$ cat src/rtl/reg_dump_pkg.sv
// rtl/reg_dump_pkg.sv - shared state encoding, UART framing and ASCII constants for reg_dump_uart
package reg_dump_pkg;

    typedef enum logic [2:0] {
        IDLE,
        FETCH,
        LOAD,
        SEND,
        NEXT,
        FIN
    } state_t;

    localparam int         DEFAULT_CLK_DIV = 434;
    localparam int         FRAME_BITS      = 10;
    localparam logic       START_BIT       = 1'b0;
    localparam logic       STOP_BIT        = 1'b1;

    localparam logic [7:0] ASCII_CR = 8'h0D;
    localparam logic [7:0] ASCII_LF = 8'h0A;
    localparam logic [7:0] ASCII_0  = 8'h30;
    localparam logic [7:0] ASCII_A  = 8'h41;

    function automatic logic [7:0] hex_ascii(input logic [3:0] nib);
        if (nib < 4'd10)
            return ASCII_0 + {4'h0, nib};
        else
            return ASCII_A + {4'h0, nib} - 8'd10;
    endfunction

endpackage

$ cat src/rtl/uart_tx_byte.sv
// rtl/uart_tx_byte.sv - 8N1 byte transmitter; ready in the last stop-bit cycle allows gapless frames
module uart_tx_byte
    import reg_dump_pkg::*;
#(
    parameter int CLK_DIV = DEFAULT_CLK_DIV
) (
    input  logic       clk,
    input  logic       rst_n,
    input  logic [7:0] data,
    input  logic       valid,
    output logic       ready,
    output logic       tx
);

    localparam int            CW     = (CLK_DIV > 1) ? $clog2(CLK_DIV) : 1;
    localparam logic [CW-1:0] RELOAD = CW'(CLK_DIV - 1);
    localparam logic [3:0]    LAST_BIT = 4'(FRAME_BITS - 1);

    logic [CW-1:0] baud_cnt;
    logic [9:0]    shreg;
    logic [3:0]    bit_idx;
    logic          active;

    // The line is the LSB of the shift register; idle shifts in stop-level ones.
    assign tx    = shreg[0];
    assign ready = !active || (bit_idx == LAST_BIT && baud_cnt == '0);

    always_ff @(posedge clk or negedge rst_n) begin
        if (!rst_n) begin
            baud_cnt <= '0;
            shreg    <= '1;
            bit_idx  <= '0;
            active   <= 1'b0;
        end else if (valid && ready) begin
            shreg    <= {STOP_BIT, data, START_BIT};
            baud_cnt <= RELOAD;
            bit_idx  <= '0;
            active   <= 1'b1;
        end else if (active) begin
            if (baud_cnt == '0) begin
                baud_cnt <= RELOAD;
                shreg    <= {STOP_BIT, shreg[9:1]};
                if (bit_idx == LAST_BIT)
                    active <= 1'b0;
                else
                    bit_idx <= bit_idx + 4'd1;
            end else begin
                baud_cnt <= baud_cnt - 1'b1;
            end
        end
    end

endmodule

$ cat src/rtl/reg_dump_uart.sv
// rtl/reg_dump_uart.sv - register-file dump over UART; REG_DUMP_HEX_EN selects ASCII hex lines
module reg_dump_uart
    import reg_dump_pkg::*;
#(
    parameter int CLK_DIV  = DEFAULT_CLK_DIV,
    parameter int NUM_REGS = 32
) (
    input  logic        clk,
    input  logic        rst_n,
    input  logic        start,
    output logic [4:0]  dbg_addr,
    input  logic [31:0] dbg_data,
    output logic        tx,
    output logic        busy,
    output logic        done
);

`ifdef REG_DUMP_HEX_EN
    localparam int BYTES_PER_REG = 10;
`else
    localparam int BYTES_PER_REG = 4;
`endif
    localparam logic [3:0] LAST_BYTE = 4'(BYTES_PER_REG - 1);
    localparam logic [4:0] LAST_ADDR = 5'(NUM_REGS - 1);

    function automatic logic [7:0] byte_sel(input logic [31:0] w, input logic [3:0] idx);
`ifdef REG_DUMP_HEX_EN
        logic [4:0] sh;
        sh = 5'd28 - {idx[2:0], 2'b00};
        case (idx)
            4'd8:    return ASCII_CR;
            4'd9:    return ASCII_LF;
            default: return hex_ascii(w[sh +: 4]);
        endcase
`else
        case (idx)
            4'd0:    return w[31:24];
            4'd1:    return w[23:16];
            4'd2:    return w[15:8];
            default: return w[7:0];
        endcase
`endif
    endfunction

    state_t      state;
    logic [31:0] word;
    logic [3:0]  byte_idx;
    logic        uart_valid;
    logic        uart_ready;
    logic [7:0]  uart_data;

    // Byte 0 is taken straight from the read port in LOAD so the start bit lands on the LOAD edge.
    always_comb begin
        uart_valid = 1'b0;
        uart_data  = byte_sel(word, byte_idx + 4'd1);
        case (state)
            LOAD: begin
                uart_valid = 1'b1;
                uart_data  = byte_sel(dbg_data, 4'd0);
            end
            SEND: uart_valid = uart_ready && (byte_idx != LAST_BYTE);
            default: uart_valid = 1'b0;
        endcase
    end

    always_ff @(posedge clk or negedge rst_n) begin
        if (!rst_n) begin
            state    <= IDLE;
            dbg_addr <= '0;
            busy     <= 1'b0;
            done     <= 1'b0;
            word     <= '0;
            byte_idx <= '0;
        end else begin
            done <= 1'b0;
            case (state)
                IDLE, FIN: begin
                    if (start) begin
                        state    <= FETCH;
                        dbg_addr <= '0;
                        busy     <= 1'b1;
                    end else begin
                        state <= IDLE;
                    end
                end
                FETCH: state <= LOAD;
                LOAD: begin
                    word     <= dbg_data;
                    byte_idx <= '0;
                    state    <= SEND;
                end
                SEND: begin
                    // The per-register decision folds into the final stop-bit cycle.
                    if (uart_ready) begin
                        if (byte_idx != LAST_BYTE) begin
                            byte_idx <= byte_idx + 4'd1;
                        end else if (dbg_addr == LAST_ADDR) begin
                            busy  <= 1'b0;
                            done  <= 1'b1;
                            state <= FIN;
                        end else begin
                            dbg_addr <= dbg_addr + 5'd1;
                            state    <= FETCH;
                        end
                    end
                end
                default: begin
                    busy  <= 1'b0;
                    state <= IDLE;
                end
            endcase
        end
    end

    uart_tx_byte #(.CLK_DIV(CLK_DIV)) u_tx (
        .clk   (clk),
        .rst_n (rst_n),
        .data  (uart_data),
        .valid (uart_valid),
        .ready (uart_ready),
        .tx    (tx)
    );

endmodule
$ cat config.mk
export PLATFORM = sky130hd
export DESIGN_NAME = reg_dump_uart
export DESIGN_NICKNAME = d
export VERILOG_FILES = /design/src/rtl/reg_dump_pkg.sv /design/src/rtl/uart_tx_byte.sv /design/src/rtl/reg_dump_uart.sv
export SDC_FILE = /design/constraint.sdc
export NUM_CORES = 1
export LEC_CHECK = 0
export CAP_MARGIN = 15
export CORE_MARGIN = 5
export CORE_UTILIZATION = 30
export CTS_CLUSTER_SIZE = 40
export DETAILED_ROUTE_END_ITERATION = 12
export PLACE_DENSITY = 0.44
export RECOVER_POWER = 50
export SLEW_MARGIN = 5
export SYNTH_ARGS = -nofsm -noshare
export SYNTH_HDL_FRONTEND = slang
export SYNTH_HIERARCHICAL = 1
export SYNTH_SLANG_ARGS = --single-unit
$ cat constraint.sdc
create_clock -name clk -period 3.8 [get_ports clk]
set_input_delay 0.57 -clock clk [delete_from_list [all_inputs] [get_ports clk]]
set_output_delay 0.57 -clock clk [all_outputs]
set_load 0.02 [all_outputs]
## Word-level counts from Yosys, hierarchy flattened

Cells that the tools add are included.

- Memories kept: 0
- Input port bits: 35
- Latch bits: 0
- Flip-flop bits (word level): 70
- ROM bits: 0
- Memory bits (writable): 0
- Word-level logic and storage cells: 90
- Output and inout bits: 8

- Bitwise gates (word level): 1
- Reductions and logical operators: 20
- Divide/modulo/power cells: 0
- Multipliers: 0
- $add $sub $neg: 4
- Equality and inequality tests: 16
- Order comparisons: 0
- Mux-type cells: 39
- Shift operators: 0

Operators by type and width:

| kind | count |
|---|---|
| 2-to-1 mux 10 bit | 3 |
| 2-to-1 mux 9 bit | 3 |
| 2-to-1 mux 4 bit | 6 |
| case mux 8 bit (3 select lines) | 1 |
| 2-to-1 mux 5 bit | 4 |
| 2-to-1 mux 1 bit | 13 |
| case mux 3 bit (4 select lines) | 1 |
| != test 2 bit (second input constant) | 5 |
| case mux 5 bit (2 select lines) | 1 |
| AND reduction 5 bit | 2 |
| logical NOT 9 bit | 1 |
| 2-to-1 mux 3 bit | 3 |
| subtractor 9 x 1 -> 9 bit (second input constant) | 1 |
| adder 4 x 1 -> 4 bit (second input constant) | 2 |
| 2-to-1 mux 8 bit | 1 |
| case mux 4 bit (2 select lines) | 1 |
| nonzero test 2 bit | 4 |
| == test 3 x 2 -> 1 bit (second input constant) | 2 |
| AND reduction 3 bit | 2 |
| adder 5 x 1 -> 5 bit (second input constant) | 1 |
| == test 5 bit (second input constant) | 1 |
| == test 4 x 1 -> 1 bit (second input constant) | 1 |
| == test 4 x 2 -> 1 bit (second input constant) | 1 |
| == test 4 bit (second input constant) | 1 |
| other kinds (14) | 19 |

## Logic depth before layout (Yosys ltp)

- Depth after elaboration: 8
- Gate-level depth with buffers: 11
- Depth with buffers taken out: 10

## Cells and area by module

The synthesis kept the hierarchy.

By module, submodules not included:

| module | instances | seq. area each (sq um) | cells each | area an instance (sq um) |
|---|---|---|---|---|
| reg_dump_uart | 1 | 1151.1 | 265 | 2356.0 |
| uart_tx_byte | 1 | 586.8 | 121 | 1293.7 |

## Worst setup path before layout

OpenSTA, ideal clock, no wires.

- Path type: register to register
- Start: register u_tx.baud_cnt[0]
- End: register u_tx.shreg[8]
- Path buffers: 1
- Cell stages (with the launch flop): 11
- Library setup time: 80 ps
- Clock period less this slack: 2821 ps
- Path slack: 979 ps
- Arrival time: 2741 ps
- Data required time: 3720 ps
- Path through: dfrtp_1 inv_1 ha_1 or3b_4 o41ai_4 nand3_2 nand2_1 buf_2 inv_1 or4_1 o221a_2

- Word-level cells in the longest chain between the ends: 8
- Elaborated cells on any way between the ends: 10
- Classes of those cells: 2 x mux; 8 x reduce/logical

RTL lines:

| item | line | source |
|---|---|---|
| start: declaration | uart_tx_byte.sv:19 | `logic [CW-1:0] baud_cnt;` |
| start signal: assignment | uart_tx_byte.sv:48 | `baud_cnt <= baud_cnt - 1'b1;` |
| logical NOT 9 bit * | uart_tx_byte.sv:26 | `assign ready = !active \|\| (bit_idx == LAST_BIT && baud_cnt == '0);` |
| logical AND 1 bit * | uart_tx_byte.sv:26 |  |
| logical OR 1 bit * | uart_tx_byte.sv:26 |  |
| named net uart_ready | reg_dump_uart.sv:49 | `logic uart_ready;` |
| logical AND 1 bit * | reg_dump_uart.sv:61 | `SEND: uart_valid = uart_ready && (byte_idx != LAST_BYTE);` |
| case mux 1 bit (2 select lines) * | reg_dump_uart.sv:56 | `case (state)` |
| named net uart_valid | reg_dump_uart.sv:48 | `logic uart_valid;` |
| logical AND 1 bit * | uart_tx_byte.sv:34 | `end else if (valid && ready) begin` |
| nonzero test 2 bit (no source line) | - |  |
| AND reduction 2 bit (no source line) | - |  |
| end signal: assignment | uart_tx_byte.sv:35 | `shreg <= {STOP_BIT, data, START_BIT};` |
| end signal: assignment | uart_tx_byte.sv:42 | `shreg <= {STOP_BIT, shreg[9:1]};` |
| end: declaration | uart_tx_byte.sv:20 | `logic [9:0] shreg;` |

The timed path passes the listed nets; every way through them passes the cells marked *.
A chain may end at the register's enable or synchronous reset.

## Worst setup path after layout

Ends and elaborated chain as after synthesis.

==> impl_metrics.sql <==
INSERT INTO impl_metrics (metric_group, metric, value, unit) VALUES
('worst_setup_path', 'cp_top_family', 'simple AND/OR/NAND/NOR gates', ''),
('sta', 'tightestPinTransition', '1.268', 'ns'),
('routing', 'drt_drc', '0', ''),
('place', 'placed_cells', '560', ''),
('synth', 'ys.warnings.count', '6', ''),
('clocking', 'cts_sink_cnt', '69', ''),
('grt', 'grt_pass1_wl', '15.30', 'mm'),
('place', 'place_hpwl', '6.295', 'mm'),
('floorplanning', 'initial_core_util', '0.3051', ''),
('grt', 'overflow', '0', ''),
('grt', 'largest_net_degree_at_the_start_of_global_routing', '48', ''),
('sta', 'max_freq', '0.3374', 'GHz'),
('clocking', 'post_cts_resize_count', '0', ''),
('sta', 'maxSlewHeadroom', '0.1547', ''),
('clocking', 'cts-htree-levels', '3', ''),
('synth', 'avgSynthCellArea', '9.455', 'µm²'),
('synth', 'yosysSeqAreaShare', '0.4762', ''),
('routing', 'vias_after_detailed_routing', '2880', ''),
('synth', 'synth_seq_cells', '69', ''),
('worst_setup_path', 'critical_path_startpoint_category', 'register', ''),
('floorplanning', 'floorplan.io_pins', '43', ''),
('routing', 'firstDrtPassIters', '4', ''),
('floorplanning', 'die-area', '14470', 'µm²'),
('worst_setup_path', 'critPathMostFrequentCell', 'inv_1', ''),
('worst_setup_path', 'critPathMaxFanout', '8', ''),
('sta', 'hold_violations', '0', ''),
('synth', 'synthDominantAreaCellType', 'dfrtp_1', ''),
('routing', 'wl_per_cell', '15.59', 'µm'),
('floorplanning', 'placement_rows', '40', ''),
('clocking', 'cts_root_buf', 'clkbuf_16', ''),
('sta', 'timing.clock.skew', '0.005778', 'ns'),
('synth', 'yosysTopAreaCellShare', '0.4114', ''),
('place', 'buffer_ports.inserted', '42', ''),
('worst_setup_path', 'worstSetupEndpointType', 'register', ''),
('synth', 'synth-async-reset-ratio', '1.000', ''),
('layout', 'num_antenna_cells', '0', ''),
('power_and_ir_drop', 'total_power_consumption_of_the_routed_design', '3.247', 'mW'),
('routing', 'avgViaCountPerCell', '5.000', ''),
('sta', 'layout_min_cycle_time', '2.964', 'ns'),
('routing', 'drt_iter0_markers', '194', ''),
('synth', 'netlist_top_cells_area', 'dfrtp_1 (41%), nand2_1 (11%), dfstp_2 (6.5%), ha_1 (3.1%), a21oi_1 (2.5%)', ''),
('sta', 'tns', '0', 'ns'),
('worst_setup_path', 'worst-endpoint-required', '4.06', 'ns'),
('worst_setup_path', 'worst_path_largest_cell_delay', '0.53', 'ns'),
('synth', 'yosys.cell_count.top_type', 'nand2_1', ''),
('floorplanning', 'die-width', '120.3', 'µm'),
('sta', 'fraction_of_the_cycle_the_final_worst_path_needs', '0.7800', ''),
('worst_setup_path', 'timing.critical_path.buf_inv', '3', ''),
('run_status', 'outcome', 'finished, final reports clean', ''),
('min_path', 'hold_class', 'register to register', ''),
('run', 'cap_viol_max_count', '0', ''),
('layout', 'layout_cell_share_with_drive_strength_beyond_1', '0.1166', ''),
('routing', 'postRouteWirelength', '8.981', 'mm'),
('power_and_ir_drop', 'power.ir.vdd_worst', '0.2526', 'mV'),
('worst_setup_path', 'path_class', 'register to register', ''),
('grt', 'number_of_global_route_vias_before_repair', '3004', ''),
('power_and_ir_drop', 'powerDensity', '725.8', 'nW/µm²'),
('clocking', 'clkTransAtPathRegs', '0.06', 'ns'),
('sta', 'finalSetupViolCount', '0', ''),
('routing', 'antenna_left', '0', ''),
('clocking', 'insertion_delay', '0.33', 'ns'),
('synth', 'synthesis.nets', '430', ''),
('place', 'gp_routability_congestion', '0.7713', ''),
('synth', 'synth_edf_count', '0', ''),
('layout', 'seq_area', '1738', 'µm²'),
('floorplanning', 'core-area', '11960', 'µm²'),
('synth', 'synth.lib_cells_used.distinct', '57', ''),
('clocking', 'post-cts-setup-buffers', '0', ''),
('grt', 'antenna_found_initial', '0', ''),
('layout', 'multi_input_comb_area', '1752', 'µm²'),
('layout', 'final_cells', '576', '');
[flip-flops by register name, indices dropped and copies added (netlist names)]
signal	count
u_tx/active	1
dbg_addr	5
word	32
done	1
u_tx/shreg	9
byte_idx	4
busy	1
u_tx/bit_idx	4
state	3
u_tx/baud_cnt	9
[cells by family after synthesis]
kind of cell             share of synthesized area
flip-flops                                  0.4762
multiplexers                               0.02297
XOR/XNOR                                   0.01680
buffers and inverters                      0.04388
adder cells (fa/ha/maj)                    0.03085
AO/OA/AOI/OAI                               0.1604
AND/OR/NAND/NOR                             0.2489
[placed cells by master, fill, tap and decap left out, drive strengths merged, types with 6 or more instances in the layout]
| cell type | netlist | routed |
|---|---|---|
| nor2 | 11 | 11 |
| inv | 13 | 13 |
| clkbuf | 6 | 12 |
| or2 | 8 | 8 |
| a21oi | 18 | 18 |
| o21ai | 17 | 17 |
| dfrtp | 60 | 60 |
| nand3 | 9 | 9 |
| mux2i | 6 | 6 |
| nand2 | 110 | 110 |
| nor3 | 9 | 9 |
| dfstp | 9 | 9 |
| clkdlybuf4s50 | 0 | 40 |
| ha | 9 | 9 |
| a222oi | 8 | 8 |
| a31o | 7 | 7 |
| o221a | 8 | 8 |
[report_power, final]
part           leakage (nW)  total (mW)  internal [mW]  switching, mW
clock                 0.140       0.849          0.523          0.326
sequential            0.818        1.31           1.06          0.243
combinational          1.05        1.09          0.503          0.586
[per-layer routing]
metal,up-vias,part of all wire,GRT usage
met1,1403,0.49,0.1763
met2,45,0.47,0.2118
met4,0,0.0055,0.04674
met5,-,0,0
met3,2,0.034,0.03508
li1,1430,-,-
[worst min-delay path: stages (launching register included)]
cell     delay, ns
dfrtp_1       0.34
nand2_1       0.05
nand2_1       0.05
[stage by stage]
step,hold WS [ns],area [µm²],worst slack (ns)
after floorplan,0.2744,3650,0.9789
after detailed placement,0.4608,4178,0.8111
final,0.4679,4473,0.8362
after global placement,0.4560,4178,0.9112
after global routing,0.4985,4473,0.6550
after CTS,0.2321,4479,0.8032
[worst paths after layout]
| check | startpoint | cells past startpoint | slack, ns | endpoint |
|---|---|---|---|---|
| setup / recovery | u_tx/baud_cnt[0]$_DFFE_PN0P_ | 10 | 0.84 | u_tx/shreg[8]$_DFFE_PN1P_ |
| hold / removal | word[7]$_DFFE_PN0P_ | 2 | 0.47 | word[7]$_DFFE_PN0P_ |
| setup reg to reg | u_tx/baud_cnt[0]$_DFFE_PN0P_ | 10 | 0.84 | u_tx/shreg[8]$_DFFE_PN1P_ |
| hold reg to reg | word[7]$_DFFE_PN0P_ | 2 | 0.47 | word[7]$_DFFE_PN0P_ |
| max in group asynchronous | rst_n | 2 | 1.52 | word[9]$_DFFE_PN0P_ |
| min in group asynchronous | rst_n | 1 | 0.50 | u_tx/bit_idx[2]$_DFFE_PN0P_ |
[final cells by class]
type,instances,share of cell area
multi-input combinational,284,0.3916
sequential,69,0.3885
timing repair buffer,47,0.1004
clock buffer,10,0.05343
tap,147,0.04112
clock inverter,6,0.01399
inverter,13,0.01091
Power figures use the tool's default switching activity.
